**src/rtl/dijkstra_pkg.sv**
```systemverilog
// Shared definitions for the approved-node selector: FSM state encodings and slot-index width helper.
package dijkstra_pkg;

    localparam int BUFFER_SIZE_PADRAO = 16;
    localparam int NODE_WIDTH_PADRAO  = 8;

    // A single-slot buffer still needs one index bit to keep port widths legal.
    function automatic int idx_width(input int n);
        return (n > 1) ? $clog2(n) : 1;
    endfunction

    localparam int IDX_W_PADRAO = idx_width(BUFFER_SIZE_PADRAO);

    typedef logic [2:0] estado_t;

    localparam estado_t ST_IDLE    = 3'd0;
    localparam estado_t ST_CAPTURA = 3'd1;
    localparam estado_t ST_SCAN    = 3'd2;
    localparam estado_t ST_OFERTA  = 3'd3;
    localparam estado_t ST_FIM     = 3'd4;

endpackage

```
**src/rtl/seletor_aprovados_codificador.sv**
```systemverilog
// Combinational priority encoder over a slot mask, searching upward from a rotating base index
// (wrapping); reports the first set slot and whether any slot is set.
module codificador_prioridade
    import dijkstra_pkg::*;
#(
    parameter int  BUFFER_SIZE = BUFFER_SIZE_PADRAO,
    localparam int IDX_W       = idx_width(BUFFER_SIZE)
) (
    input  logic [BUFFER_SIZE-1:0] i_mascara,
    input  logic [IDX_W-1:0]       i_base,
    output logic [IDX_W-1:0]       o_indice,
    output logic                   o_algum
);

    localparam logic [IDX_W:0] TAMANHO = (IDX_W+1)'(BUFFER_SIZE);

    logic [IDX_W:0] w_pos;

    // Walk offsets from highest to lowest so the smallest offset from the base is the last write.
    always_comb begin
        w_pos    = '0;
        o_indice = '0;
        o_algum  = 1'b0;
        for (int k = BUFFER_SIZE - 1; k >= 0; k--) begin
            w_pos = {1'b0, i_base} + (IDX_W+1)'(k);
            if (w_pos >= TAMANHO) begin
                w_pos = w_pos - TAMANHO;
            end
            if (i_mascara[w_pos[IDX_W-1:0]]) begin
                o_indice = w_pos[IDX_W-1:0];
                o_algum  = 1'b1;
            end
        end
    end

endmodule

```
**src/rtl/seletor_aprovados.sv**
```systemverilog
// Snapshots the evaluator's approved-slot vector and offers approved nodes one at a time downstream.
// Optional build macro SELETOR_ROUND_ROBIN_EN enables a persistent rotating search pointer.
module seletor_aprovados
    import dijkstra_pkg::*;
#(
    parameter int  BUFFER_SIZE = BUFFER_SIZE_PADRAO,
    parameter int  NODE_WIDTH  = NODE_WIDTH_PADRAO,
    localparam int IDX_W       = idx_width(BUFFER_SIZE)
) (
    input  logic                   clk_in,
    input  logic                   rst_n_in,
    input  logic                   iniciar_in,
    input  logic                   abortar_in,
    input  logic [BUFFER_SIZE-1:0] aprovados_in,
    output logic [IDX_W-1:0]       slot_leitura_out,
    input  logic [NODE_WIDTH-1:0]  endereco_no_in,
    output logic                   no_valido_out,
    output logic [NODE_WIDTH-1:0]  no_endereco_out,
    input  logic                   no_pronto_in,
    output logic                   remover_out,
    output logic [NODE_WIDTH-1:0]  remover_endereco_out,
    output logic                   ocupado_out,
    output logic                   rodada_fim_out,
    output logic [IDX_W:0]         num_expandidos_out
);

    localparam logic [IDX_W:0] UM_CONTADOR = (IDX_W+1)'(1);

    estado_t                r_estado;
    logic [BUFFER_SIZE-1:0] r_mascara;
    logic [IDX_W-1:0]       r_slot;
    logic [NODE_WIDTH-1:0]  r_no_endereco;
    logic [NODE_WIDTH-1:0]  r_remover_endereco;
    logic                   r_remover;
    logic [IDX_W:0]         r_contador;

    logic [IDX_W-1:0]       w_base;
    logic [IDX_W-1:0]       w_escolhido;
    logic                   w_algum;
    logic [BUFFER_SIZE-1:0] w_um_quente;
    logic [BUFFER_SIZE-1:0] w_restante;
    logic                   w_aceite;

    assign w_um_quente = {{(BUFFER_SIZE-1){1'b0}}, 1'b1} << r_slot;
    assign w_restante  = r_mascara & ~w_um_quente;
    assign w_aceite    = (r_estado == ST_OFERTA) && no_pronto_in && !abortar_in;

`ifdef SELETOR_ROUND_ROBIN_EN
    localparam logic [IDX_W-1:0] ULTIMO_SLOT = IDX_W'(BUFFER_SIZE - 1);
    localparam logic [IDX_W-1:0] UM_SLOT     = IDX_W'(1);

    logic [IDX_W-1:0] r_ponteiro;

    // The pointer survives across rounds so slots skipped by an early abort get first pick next time.
    always_ff @(posedge clk_in) begin
        if (!rst_n_in) begin
            r_ponteiro <= '0;
        end else if (w_aceite) begin
            r_ponteiro <= (r_slot == ULTIMO_SLOT) ? '0 : r_slot + UM_SLOT;
        end
    end

    assign w_base = r_ponteiro;
`else
    assign w_base = '0;
`endif

    codificador_prioridade #(
        .BUFFER_SIZE (BUFFER_SIZE)
    ) u_codificador (
        .i_mascara (r_mascara),
        .i_base    (w_base),
        .o_indice  (w_escolhido),
        .o_algum   (w_algum)
    );

    // Abort outranks the handshake: an offer accepted in the abort cycle is never removed.
    always_ff @(posedge clk_in) begin
        if (!rst_n_in) begin
            r_estado           <= ST_IDLE;
            r_mascara          <= '0;
            r_slot             <= '0;
            r_no_endereco      <= '0;
            r_remover_endereco <= '0;
            r_remover          <= 1'b0;
            r_contador         <= '0;
        end else begin
            r_remover <= 1'b0;
            if ((r_estado != ST_IDLE) && abortar_in) begin
                r_estado <= ST_IDLE;
            end else begin
                case (r_estado)
                    ST_IDLE: begin
                        if (iniciar_in) begin
                            r_mascara  <= aprovados_in;
                            r_contador <= '0;
                            r_estado   <= ST_CAPTURA;
                        end
                    end
                    ST_CAPTURA: begin
                        r_estado <= (r_mascara == '0) ? ST_FIM : ST_SCAN;
                    end
                    ST_SCAN: begin
                        if (w_algum) begin
                            r_slot        <= w_escolhido;
                            r_no_endereco <= endereco_no_in;
                            r_estado      <= ST_OFERTA;
                        end else begin
                            r_estado <= ST_FIM;
                        end
                    end
                    ST_OFERTA: begin
                        if (no_pronto_in) begin
                            r_remover          <= 1'b1;
                            r_remover_endereco <= r_no_endereco;
                            r_mascara          <= w_restante;
                            r_contador         <= r_contador + UM_CONTADOR;
                            r_estado           <= (w_restante != '0) ? ST_SCAN : ST_FIM;
                        end
                    end
                    ST_FIM: begin
                        r_estado <= ST_IDLE;
                    end
                    default: begin
                        r_estado <= ST_IDLE;
                    end
                endcase
            end
        end
    end

    // The read index follows the encoder only while scanning so the evaluator sees a steady address.
    assign slot_leitura_out     = (r_estado == ST_SCAN) ? w_escolhido : r_slot;
    assign no_valido_out        = (r_estado == ST_OFERTA);
    assign no_endereco_out      = r_no_endereco;
    assign remover_out          = r_remover;
    assign remover_endereco_out = r_remover_endereco;
    assign ocupado_out          = (r_estado != ST_IDLE);
    assign rodada_fim_out       = (r_estado == ST_FIM);
    assign num_expandidos_out   = r_contador;

endmodule

```
**config.mk**
```make
export PLATFORM = sky130hd
export DESIGN_NAME = seletor_aprovados
export DESIGN_NICKNAME = d
export VERILOG_FILES = /design/src/rtl/dijkstra_pkg.sv /design/src/rtl/seletor_aprovados_codificador.sv /design/src/rtl/seletor_aprovados.sv
export SDC_FILE = /design/constraint.sdc
export NUM_CORES = 1
export LEC_CHECK = 0
export ABC_AREA = 1
export CAP_MARGIN = 40
export CORE_ASPECT_RATIO = 0.6
export CORE_MARGIN = 5
export CORE_UTILIZATION = 53
export CTS_CLUSTER_SIZE = 25
export DETAILED_ROUTE_END_ITERATION = 10
export PLACE_DENSITY = 0.88
export SLEW_MARGIN = 20
export SYNTH_ARGS = -nofsm -noshare
export SYNTH_HDL_FRONTEND = slang
export SYNTH_SLANG_ARGS = --single-unit
export TNS_END_PERCENT = 1
```
**constraint.sdc**
```tcl
create_clock -name clk_in -period 4.5 [get_ports clk_in]
set_input_delay 1.35 -clock clk_in [delete_from_list [all_inputs] [get_ports clk_in]]
set_output_delay 1.35 -clock clk_in [all_outputs]
set_load 0.01 [all_outputs]
```
==> results of run 1 <==
report_power, final:
group / leakage (nW) / internal [W] / switching [W]
logic: 0.709 / 0.000212 / 0.000342
clock network: 0.0540 / 0.000162 / 0.000137
registers: 0.366 / 0.000457 / 0.0000638
total: 1.13 / 0.000831 / 0.000543
through the flow:
step | setup slack (ns) | cell area, sq um
2_1_floorplan | 1.95 | 2300
3_3_place_gp | 1.30 | 2890
3_5_place_dp | 1.29 | 2890
4_1_cts | 0.958 | 2990
5_1_grt | 0.800 | 2990
6_report | 0.950 | 2990
layout by cell type (no fill, tap or decap):
cell                               n
sky130_fd_sc_hd__xnor2_1           1
sky130_fd_sc_hd__nand2_4           1
sky130_fd_sc_hd__clkdlybuf4s50_1  57
sky130_fd_sc_hd__nor2_1           32
sky130_fd_sc_hd__ha_1              1
sky130_fd_sc_hd__nand3_1          14
sky130_fd_sc_hd__nor3_4            1
sky130_fd_sc_hd__clkbuf_8          5
sky130_fd_sc_hd__bufinv_16         1
sky130_fd_sc_hd__nor2_2            1
sky130_fd_sc_hd__nor4_1            1
sky130_fd_sc_hd__inv_1            35
sky130_fd_sc_hd__a21oi_1          33
sky130_fd_sc_hd__nand4_1           3
sky130_fd_sc_hd__inv_2            10
sky130_fd_sc_hd__o21ai_2           1
sky130_fd_sc_hd__dfxtp_1          45
sky130_fd_sc_hd__nor3_1            4
sky130_fd_sc_hd__nand2_1          71
sky130_fd_sc_hd__nor3_2            2
sky130_fd_sc_hd__o211ai_1         16
sky130_fd_sc_hd__o22ai_1           1
sky130_fd_sc_hd__o311ai_1          1
sky130_fd_sc_hd__o21a_1            1
sky130_fd_sc_hd__clkinv_2          2
sky130_fd_sc_hd__o21ai_4           1
sky130_fd_sc_hd__o21ai_0          27
sky130_fd_sc_hd__xor2_1            1
sky130_fd_sc_hd__nor3b_1           1
sky130_fd_sc_hd__buf_4             2
sky130_fd_sc_hd__o21ai_1          18
cell families after synthesis:
| kind of cell | Yosys count | synth area share (%) |
|---|---|---|
| AO/OA/AOI/OAI | 99 | 24.2 |
| XOR/XNOR | 2 | 0.760 |
| adder cells (fa/ha/maj) | 1 | 0.543 |
| AND/OR/NAND/NOR | 131 | 24.4 |
| flip-flops | 45 | 39.1 |
| buffers and inverters | 59 | 11.0 |
layer usage:
layer / vias to the layer above / routed length, microns / part of all wire, %
li1: 1216 / - / -
met1: 1076 / 3000 / 47
met2: 106 / 2740 / 43
met3: 11 / 508 / 8.0
met4: 0 / 98 / 1.5
met5: - / 0 / 0
layout make-up:
class | count | area [sq um]
Clock buffer | 5 | 68.8
Sequential cell | 45 | 901
Timing Repair Buffer | 59 | 586
Fill cell | 361 | 1150
Tap cell | 60 | 75.1
Multi-Input combinational cell | 233 | 1150
Inverter | 46 | 174
Clock inverter | 2 | 35.0
registers in the layout, summed over array words and instances (netlist names):
| register | count |
|---|---|
| r_mascara | 16 |
| no_endereco_out | 8 |
| remover_endereco_out | 8 |
| num_expandidos_out | 5 |
| r_slot | 4 |
| r_estado | 3 |
| remover_out | 1 |
path summary, 6_finish.rpt:
check | startpoint | end | slack (ns)
worst min register to register | remover_endereco_out[1]$_SDFFE_PN0P_ | remover_endereco_out[1]$_SDFFE_PN0P_ | 0.45
worst max-delay path | r_mascara[8]$_SDFFE_PN0P_ | slot_leitura_out[2] | 0.95
worst max register to register | r_estado[0]$_SDFFE_PP0P_ | r_mascara[4]$_SDFFE_PN0P_ | 2.22
worst min-delay path | remover_endereco_out[1]$_SDFFE_PN0P_ | remover_endereco_out[1]$_SDFFE_PN0P_ | 0.45
critical path, stage by stage, from the launching register on:
cell                              delay, ns
sky130_fd_sc_hd__dfxtp_1               0.35
sky130_fd_sc_hd__nor4_1                0.55
sky130_fd_sc_hd__a21oi_1               0.14
sky130_fd_sc_hd__nor2_1                0.16
sky130_fd_sc_hd__nand2_1               0.06
sky130_fd_sc_hd__o21ai_0               0.09
sky130_fd_sc_hd__clkdlybuf4s50_1       0.57
==> results.py, run 1 <==
metrics = {
    "logic_synthesis": {
        "post_synth_num_cell_types": 31,
        "synth_area_leader_cell": "sky130_fd_sc_hd__dfxtp_1",
        "mapped_nets": 367,
        "synth_top_cells_by_count": "sky130_fd_sc_hd__nand2_1, sky130_fd_sc_hd__dfxtp_1, sky130_fd_sc_hd__inv_1",
        "synth-seq-cells": 45,
        "async_s_r_ff_share_synth_pct": 0,
        "synth-seq-area-share_pct": 39.1,
        "post-synth-top-count-cell": "sky130_fd_sc_hd__nand2_1",
        "synth-edff-count": 0,
        "netlist_instances": 337,
        "ys_top_cells_by_area": "sky130_fd_sc_hd__dfxtp_1, sky130_fd_sc_hd__nand2_1, sky130_fd_sc_hd__a21oi_1, sky130_fd_sc_hd__o21ai_0, sky130_fd_sc_hd__inv_1",
        "postSynthAreaPerCell_sq_um": 6.84,
        "top_ff_cell_synth": "sky130_fd_sc_hd__dfxtp_1",
        "yosysWarningCount": 0,
        "cell_area_synth_sq_um": 2300,
        "share_of_yosys_cell_area_claimed_by_the_top_area_cell_type_pct": 39.1,
    },
    "global_routing": {
        "grt-ovfl-total": 0,
        "antenna_found_initial": 0,
        "grtUsageMet1_pct": 33.5,
        "groute.usage.overall_pct": 23.3,
        "largest_net_degree_at_the_start_of_global_routing": 39,
        "use_met3_pct": 6.11,
        "grt_most_used_layer": "met2",
        "grt_use_met2_pct": 35.2,
        "first_global_vias": 2144,
        "global_route_wire_length_before_repair_microns": 10400,
    },
    "route": {
        "detail-route-antenna-nets": 0,
        "drt_pass1_iterations": 5,
        "vias_per_cell": 5.35,
        "vias": 2409,
        "route.final.wire_length_microns": 6350,
        "post-route-drc-count": 0,
        "drt-initial-drc-count": 188,
        "wl_per_cell_microns": 14.1,
    },
    "sta": {
        "fin_worst_skew_ns": 0.00299,
        "post_route_clock_period_utilization_pct": 78.9,
        "hold-worst-slack_ns": 0.448,
        "period_needed_ns": 3.55,
        "clock.fmax_ghz": 0.282,
        "setup-tns-final_ns": 0,
        "endpoints_failing_hold": 0,
        "finalSetupViolCount": 0,
        "unrepaired_setup_endpoints_after_global_routing": "no",
        "worst_slew_pin_slew_ns": 0.827,
        "slew-limit-headroom_pct": 44.6,
        "timing.final.max_slew_violations": 0,
    },
    "clock_tree": {
        "clk_latency_ns": 0.29,
        "post_cts.resized_instances": 0,
        "cts_tree": "built",
        "clock-root-buffer": "sky130_fd_sc_hd__clkbuf_8",
        "worst_setup_hold_path_clk_slew_ns": 0.08,
        "ctsHoldBuffers": 0,
        "number_of_h_tree_branching_levels": 2,
        "cts.sink_count": 45,
        "postCtsSetupBuffers": 0,
        "cts_buffer_depth": 2,
        "tritoncts.num_buffers": 5,
    },
    "pwr": {
        "total_power_w": 0.00137,
        "power_per_cell_area_nw_per_um2": 459,
        "power.leakage_nw": 1.13,
        "max-vdd-ir-drop_v": 0.000313,
    },
    "worst_setup_path": {
        "type_of_destination_of_the_critical_path": "primary output",
        "worst_setup_path_start_kind": "flop",
        "crit_arrival_ns": 2.20,
        "critical_path_required_ns": 3.15,
        "crit_fanout": 4,
        "reg2regPathDepth": 10,
        "worstSetupPathType": "reg2out",
    },
    "floorplanning": {
        "start_util_pct": 55.6,
        "floorplan.die_area_sq_um": 5810,
        "chipWidth_microns": 95.1,
        "floorplan.core_area_sq_um": 4140,
        "die_y_microns": 61.1,
        "io-pin-count": 58,
        "rows": 18,
    },
    "worst_hold_path": {
        "hold_path_depth": 2,
        "hold_class": "reg2reg",
    },
    "cells_and_area": {
        "finalNonFillerCells": 450,
        "nets": 420,
        "layout-area-overhead-vs-synth_pct": 29.8,
        "n_antenna_cell": 0,
        "finish.utilization_pct": 72.2,
        "drive_above_1_share_pct": 6.92,
    },
    "place": {
        "dp.final_hpwl_microns": 4770,
        "io_buffers": 57,
        "gpl.final_weighted_congestion": 0.940,
        "placed_cells": 443,
    },
    "outcome": {
        "status": "finished, final reports clean",
    },
    "run": {
        "maxCapViolations": 0,
    },
}
Power figures use the tool's default switching activity.
==> inputs of run 2 (changes only) <==
- CORE_UTILIZATION: 53 -> 44
- PLACE_DENSITY: 0.88 -> 0.79
- clock period: 4.5 -> 3.18 ns (I/O delays scaled with it)
==> results.py, run 2 (synthesis results as in run 1) <==
metrics = {
    "place": {
        "gpl.final_weighted_congestion": 1.00,
        "io_buffers": 57,
        "dp.final_hpwl_microns": 5060,
        "preCtsSetupSlack_ns": 0.426,
        "placed_cells": 450,
    },
    "worst_hold_path": {
        "hold_class": "reg2reg",
        "hp-start": "remover_endereco_out[4]$_SDFFE_PN0P_",
        "hold_path_depth": 2,
        "whs_endpoint": "remover_endereco_out[4]$_SDFFE_PN0P_",
    },
    "run": {
        "maxCapViolations": 0,
    },
    "floorplanning": {
        "floorplan.die_area_sq_um": 6830,
        "start_util_pct": 45.6,
        "floorplan.core_area_sq_um": 5050,
        "die_y_microns": 66.1,
        "chipWidth_microns": 103,
        "rows": 20,
        "io-pin-count": 58,
    },
    "sta": {
        "setup-tns-final_ns": 0,
        "worst_slew_pin_slew_ns": 0.558,
        "clock.fmax_ghz": 0.321,
        "timing.final.ws_setup_ns": 0.0643,
        "unrepaired_setup_endpoints_after_global_routing": "no",
        "finalSetupViolCount": 0,
        "endpoints_failing_hold": 0,
        "timing.final.max_slew_violations": 0,
        "fin_worst_skew_ns": 0.0134,
        "slew-limit-headroom_pct": 62.7,
        "period_needed_ns": 3.12,
        "post_route_clock_period_utilization_pct": 98.0,
    },
    "route": {
        "vias": 2468,
        "drt_pass1_iterations": 5,
        "detail-route-antenna-nets": 0,
        "post-route-drc-count": 0,
        "drt-initial-drc-count": 200,
        "wl_per_cell_microns": 14.7,
        "route.final.wire_length_microns": 6750,
        "vias_per_cell": 5.39,
    },
    "cells_and_area": {
        "layout-area-overhead-vs-synth_pct": 30.6,
        "most_common_library_cell_in_the_layout_ignoring_fill_and_taps": "sky130_fd_sc_hd__nand2_1",
        "finish.utilization_pct": 59.6,
        "fillerInstances": 469,
        "finalNonFillerCells": 458,
        "nets": 421,
        "registers.top_by_ff_count": "r_mascara",
        "most-common-layout-cells": "sky130_fd_sc_hd__nand2_1, sky130_fd_sc_hd__clkdlybuf4s50_1, sky130_fd_sc_hd__dfxtp_1, sky130_fd_sc_hd__inv_1, sky130_fd_sc_hd__a21oi_1",
        "seqCellArea_sq_um": 902,
        "multi_input_area_sq_um": 1160,
        "n_antenna_cell": 0,
        "drive_above_1_share_pct": 8.16,
        "largest_register_ff_count": 16,
    },
    "clock_tree": {
        "clk_latency_ns": 0.31,
        "clock-root-buffer": "sky130_fd_sc_hd__clkbuf_8",
        "cts_tree": "built",
        "number_of_h_tree_branching_levels": 2,
        "ctsHoldBuffers": 0,
        "tritoncts.num_buffers": 5,
        "cts_buffer_depth": 2,
        "post_cts.resized_instances": 0,
        "postCtsSetupBuffers": 0,
        "cts.sink_count": 45,
        "worst_setup_hold_path_clk_slew_ns": 0.10,
    },
    "pwr": {
        "total_power_w": 0.00192,
        "power_per_cell_area_nw_per_um2": 636,
        "max-vdd-ir-drop_v": 0.000287,
        "power.leakage_nw": 1.15,
    },
    "worst_setup_path": {
        "reg2regPathDepth": 10,
        "crit_buf_inv": 2,
        "crit_arrival_ns": 2.16,
        "worstSetupPathType": "reg2out",
        "timing.rr.start": "r_estado[0]$_SDFFE_PP0P_",
        "maximum_cell_stage_delay_along_the_critical_path_ns": 0.59,
        "reg_to_reg_end": "r_mascara[15]$_SDFFE_PN0P_",
        "worst_setup_path_start_kind": "flop",
        "critical_path_required_ns": 2.23,
        "path_delay_family": "buffers and inverters",
        "crit_slowest_cell": "sky130_fd_sc_hd__clkdlybuf4s50_1",
        "critical_path.cell_chain": "nor2_1, nand3_1, nor2_1, inv_2, a21oi_1, nand2_1, o21ai_0, clkdlybuf4s50_1",
        "type_of_destination_of_the_critical_path": "primary output",
        "reg2reg_slack_ns": 0.80,
        "path_common_cell": "sky130_fd_sc_hd__nor2_1",
        "crit_fanout": 4,
    },
    "global_routing": {
        "first_global_vias": 2160,
        "largest_net_degree_at_the_start_of_global_routing": 38,
        "grtUsageMet1_pct": 30.4,
        "use_met3_pct": 4.64,
        "grt-ovfl-total": 0,
        "grt_use_met2_pct": 26.7,
        "groute.usage.overall_pct": 19.7,
        "grt_most_used_layer": "met1",
        "antenna_found_initial": 0,
        "global_route_wire_length_before_repair_microns": 10400,
    },
    "outcome": {
        "status": "finished, final reports clean",
    },
}
## run 2: layout make-up
class	instances	area share [%]
clock inverter	3	0.831
clock buffer	5	2.29
timing repair buffer	60	19.8
multi-input combinational	233	38.6
tap	66	2.74
inverter	46	5.78
sequential	45	30.0
## run 2: report_power, final
| part | switching (W) | internal [W] | total [W] |
|---|---|---|---|
| logic | 0.000484 | 0.000306 | 0.000790 |
| registers | 0.0000938 | 0.000648 | 0.000742 |
| clock network | 0.000225 | 0.000159 | 0.000384 |
| total | 0.000803 | 0.00111 | 0.00192 |
## run 2: metal layers
layer / vias to the layer above / part of all wire, %
li1: 1216 / -
met4: 0 / 1.0
met1: 1103 / 48
met3: 7 / 11
met2: 142 / 40
met5: - / 0
## run 2: how the worst max path moves through the flow
stage / startpoint / to / slack [ns] / cells past startpoint
CTS: r_mascara[8]$_SDFFE_PN0P_ / slot_leitura_out[2] / 0.07 / 6
floorplan: r_mascara[13]$_SDFFE_PN0P_ / slot_leitura_out[0] / 1.02 / 16
global placement: no_pronto_in / r_mascara[15]$_SDFFE_PN0P_ / 0.45 / 9
detailed placement: r_mascara[13]$_SDFFE_PN0P_ / slot_leitura_out[0] / 0.43 / 17
finish: r_mascara[4]$_SDFFE_PN0P_ / slot_leitura_out[3] / 0.06 / 8
global route: r_mascara[14]$_SDFFE_PN0P_ / slot_leitura_out[1] / 0.01 / 9
## run 2: worst min-delay path, cell delays in order (launching register included)
cell and delay (ns):
sky130_fd_sc_hd__dfxtp_1 0.32, sky130_fd_sc_hd__inv_1 0.04, sky130_fd_sc_hd__a21oi_1 0.05
## run 2: stage by stage
stage / hold WS (ns) / area [sq um]
after global placement: 0.431 / 2900
after global routing: 0.481 / 3010
after floorplan: 0.454 / 2300
after detailed placement: 0.434 / 2900
final: 0.447 / 3010
after CTS: 0.449 / 3000
==> inputs of run 3 (changes only) <==
- CELL_PAD_IN_SITES_DETAIL_PLACEMENT: default -> 1
- CELL_PAD_IN_SITES_GLOBAL_PLACEMENT: default -> 2
- CORE_ASPECT_RATIO: 0.6 -> 0.5
- CORE_UTILIZATION: 44 -> 24
- MAX_ROUTING_LAYER: default -> met4
==> results.py, run 3 (synthesis results as in run 1) <==
metrics = {
    "outcome": {
        "status": "finished, final reports clean",
    },
    "pwr": {
        "total_power_w": 0.00207,
        "max-vdd-ir-drop_v": 0.000238,
        "power.leakage_nw": 1.20,
        "power_per_cell_area_nw_per_um2": 654,
    },
    "global_routing": {
        "global_route_wire_length_before_repair_microns": 12200,
        "antenna_found_initial": 0,
        "largest_net_degree_at_the_start_of_global_routing": 24,
        "grt-ovfl-total": 0,
        "first_global_vias": 2402,
        "groute.usage.overall_pct": 13.3,
    },
    "sta": {
        "fin_worst_skew_ns": 0.00782,
        "hold-worst-slack_ns": 0.445,
        "setup-tns-final_ns": 0,
        "finalSetupViolCount": 0,
        "slew-limit-headroom_pct": 62.2,
        "period_needed_ns": 2.94,
        "unrepaired_setup_endpoints_after_global_routing": "no",
        "timing.final.max_slew_violations": 0,
        "endpoints_failing_hold": 0,
        "clock.fmax_ghz": 0.340,
        "post_route_clock_period_utilization_pct": 92.5,
        "worst_slew_pin_slew_ns": 0.566,
    },
    "cells_and_area": {
        "finish.utilization_pct": 33.6,
        "largest_register_ff_count": 16,
        "registers.top_by_ff_count": "r_mascara",
        "multi_input_area_sq_um": 1160,
        "most_common_library_cell_in_the_layout_ignoring_fill_and_taps": "sky130_fd_sc_hd__nand2_1",
        "seqCellArea_sq_um": 902,
        "fillerInstances": 1195,
        "drive_above_1_share_pct": 8.63,
        "layout-area-overhead-vs-synth_pct": 37.4,
        "most-common-layout-cells": "sky130_fd_sc_hd__nand2_1, sky130_fd_sc_hd__clkdlybuf4s50_1, sky130_fd_sc_hd__dfxtp_1, sky130_fd_sc_hd__inv_1, sky130_fd_sc_hd__a21oi_1",
        "nets": 423,
        "n_antenna_cell": 0,
    },
    "route": {
        "vias": 2381,
        "post-route-drc-count": 0,
        "drt-initial-drc-count": 112,
        "route.final.wire_length_microns": 7300,
        "detail-route-antenna-nets": 0,
        "drt_pass1_iterations": 4,
        "vias_per_cell": 4.50,
        "wl_per_cell_microns": 13.8,
    },
    "clock_tree": {
        "number_of_h_tree_branching_levels": 2,
        "clock-root-buffer": "sky130_fd_sc_hd__clkbuf_16",
        "tritoncts.num_buffers": 5,
        "cts_tree": "built",
        "clk_latency_ns": 0.30,
        "worst_setup_hold_path_clk_slew_ns": 0.07,
        "cts_buffer_depth": 2,
        "cts.sink_count": 45,
        "postCtsSetupBuffers": 0,
    },
    "worst_setup_path": {
        "type_of_destination_of_the_critical_path": "primary output",
        "crit_arrival_ns": 1.99,
        "critical_path_required_ns": 2.23,
        "worst_setup_path_start_kind": "flop",
        "worstSetupPathType": "reg2out",
        "crit_fanout": 4,
    },
    "floorplanning": {
        "floorplan.die_area_sq_um": 11800,
        "rows": 25,
        "start_util_pct": 24.5,
        "io-pin-count": 58,
        "die_y_microns": 79.3,
        "chipWidth_microns": 149,
        "floorplan.core_area_sq_um": 9420,
    },
    "place": {
        "gpl.final_weighted_congestion": 0.836,
        "dp.final_hpwl_microns": 5580,
        "io_buffers": 57,
    },
    "worst_hold_path": {
        "hold_class": "reg2reg",
    },
    "run": {
        "maxCapViolations": 0,
    },
}
==> run 3: cell count changes in the layout (fill, tap and decap cells not counted), sizes merged <==
cell / delta
buf: +2
clkdlybuf4s50: -1
dlymetal6s2s: +1
==> run 3: power by group <==
part	leakage [nW]	internal, W	switching (W)	total, W
Sequential	0.367	0.000648	0.0000910	0.000739
Combinational	0.764	0.000314	0.000481	0.000796
Clock	0.0702	0.000293	0.000242	0.000535
Total	1.20	0.00126	0.000814	0.00207
==> run 3: repair_timing <==
| item | 4_1_cts | 5_1_grt |
|---|---|---|
| endpoints found under the setup margin | 0 | 3 |
| gates resized for setup | 0 | 5 |
| hold buffers | 0 | 0 |
==> run 3: layout make-up <==
cell class | count | area share (%)
multi-input combinational | 233 | 36.7
sequential | 45 | 28.5
timing repair buffer | 62 | 19.4
inverter | 46 | 5.49
tap | 135 | 5.33
clock buffer | 5 | 3.95
clock inverter | 3 | 0.672
==> run 3: metrics by stage <==
| step | instances | instance area [sq um] | worst slack, ns |
|---|---|---|---|
| floorplan | 337 | 2300 | 1.02 |
| global placement | 521 | 3000 | 0.388 |
| detailed placement | 521 | 3000 | 0.390 |
| CTS | 529 | 3150 | 0.0670 |
| global route | 529 | 3170 | 0.0785 |
| finish | 529 | 3170 | 0.238 |
==> run 3: final timing paths <==
kind | start | endpoint | slack, ns | cells after the start
min | remover_endereco_out[7]$_SDFFE_PN0P_ | remover_endereco_out[7]$_SDFFE_PN0P_ | 0.45 | 2
max reg2reg | r_estado[0]$_SDFFE_PP0P_ | r_mascara[14]$_SDFFE_PN0P_ | 1.07 | 10
min reg2reg | remover_endereco_out[7]$_SDFFE_PN0P_ | remover_endereco_out[7]$_SDFFE_PN0P_ | 0.45 | 2
max | r_mascara[8]$_SDFFE_PN0P_ | slot_leitura_out[2] | 0.24 | 6
==> run 3: critical path: stages, from the launching register on <==
cell,delay [ns]
sky130_fd_sc_hd__dfxtp_1,0.35
sky130_fd_sc_hd__nor4_2,0.42
sky130_fd_sc_hd__a21oi_1,0.11
sky130_fd_sc_hd__nor2_1,0.13
sky130_fd_sc_hd__nand2_1,0.06
sky130_fd_sc_hd__o21ai_0,0.07
sky130_fd_sc_hd__clkdlybuf4s50_1,0.56
==> run 3: routing by layer <==
| layer | up-vias | part of all wire, % | global-route usage [%] |
|---|---|---|---|
| met2 | 37 | 45 | 20.9 |
| met5 | - | 0 | - |
| met3 | 11 | 3.6 | 3.31 |
| li1 | 1225 | - | - |
| met4 | 0 | 1.6 | 4.15 |
| met1 | 1108 | 50 | 17.0 |
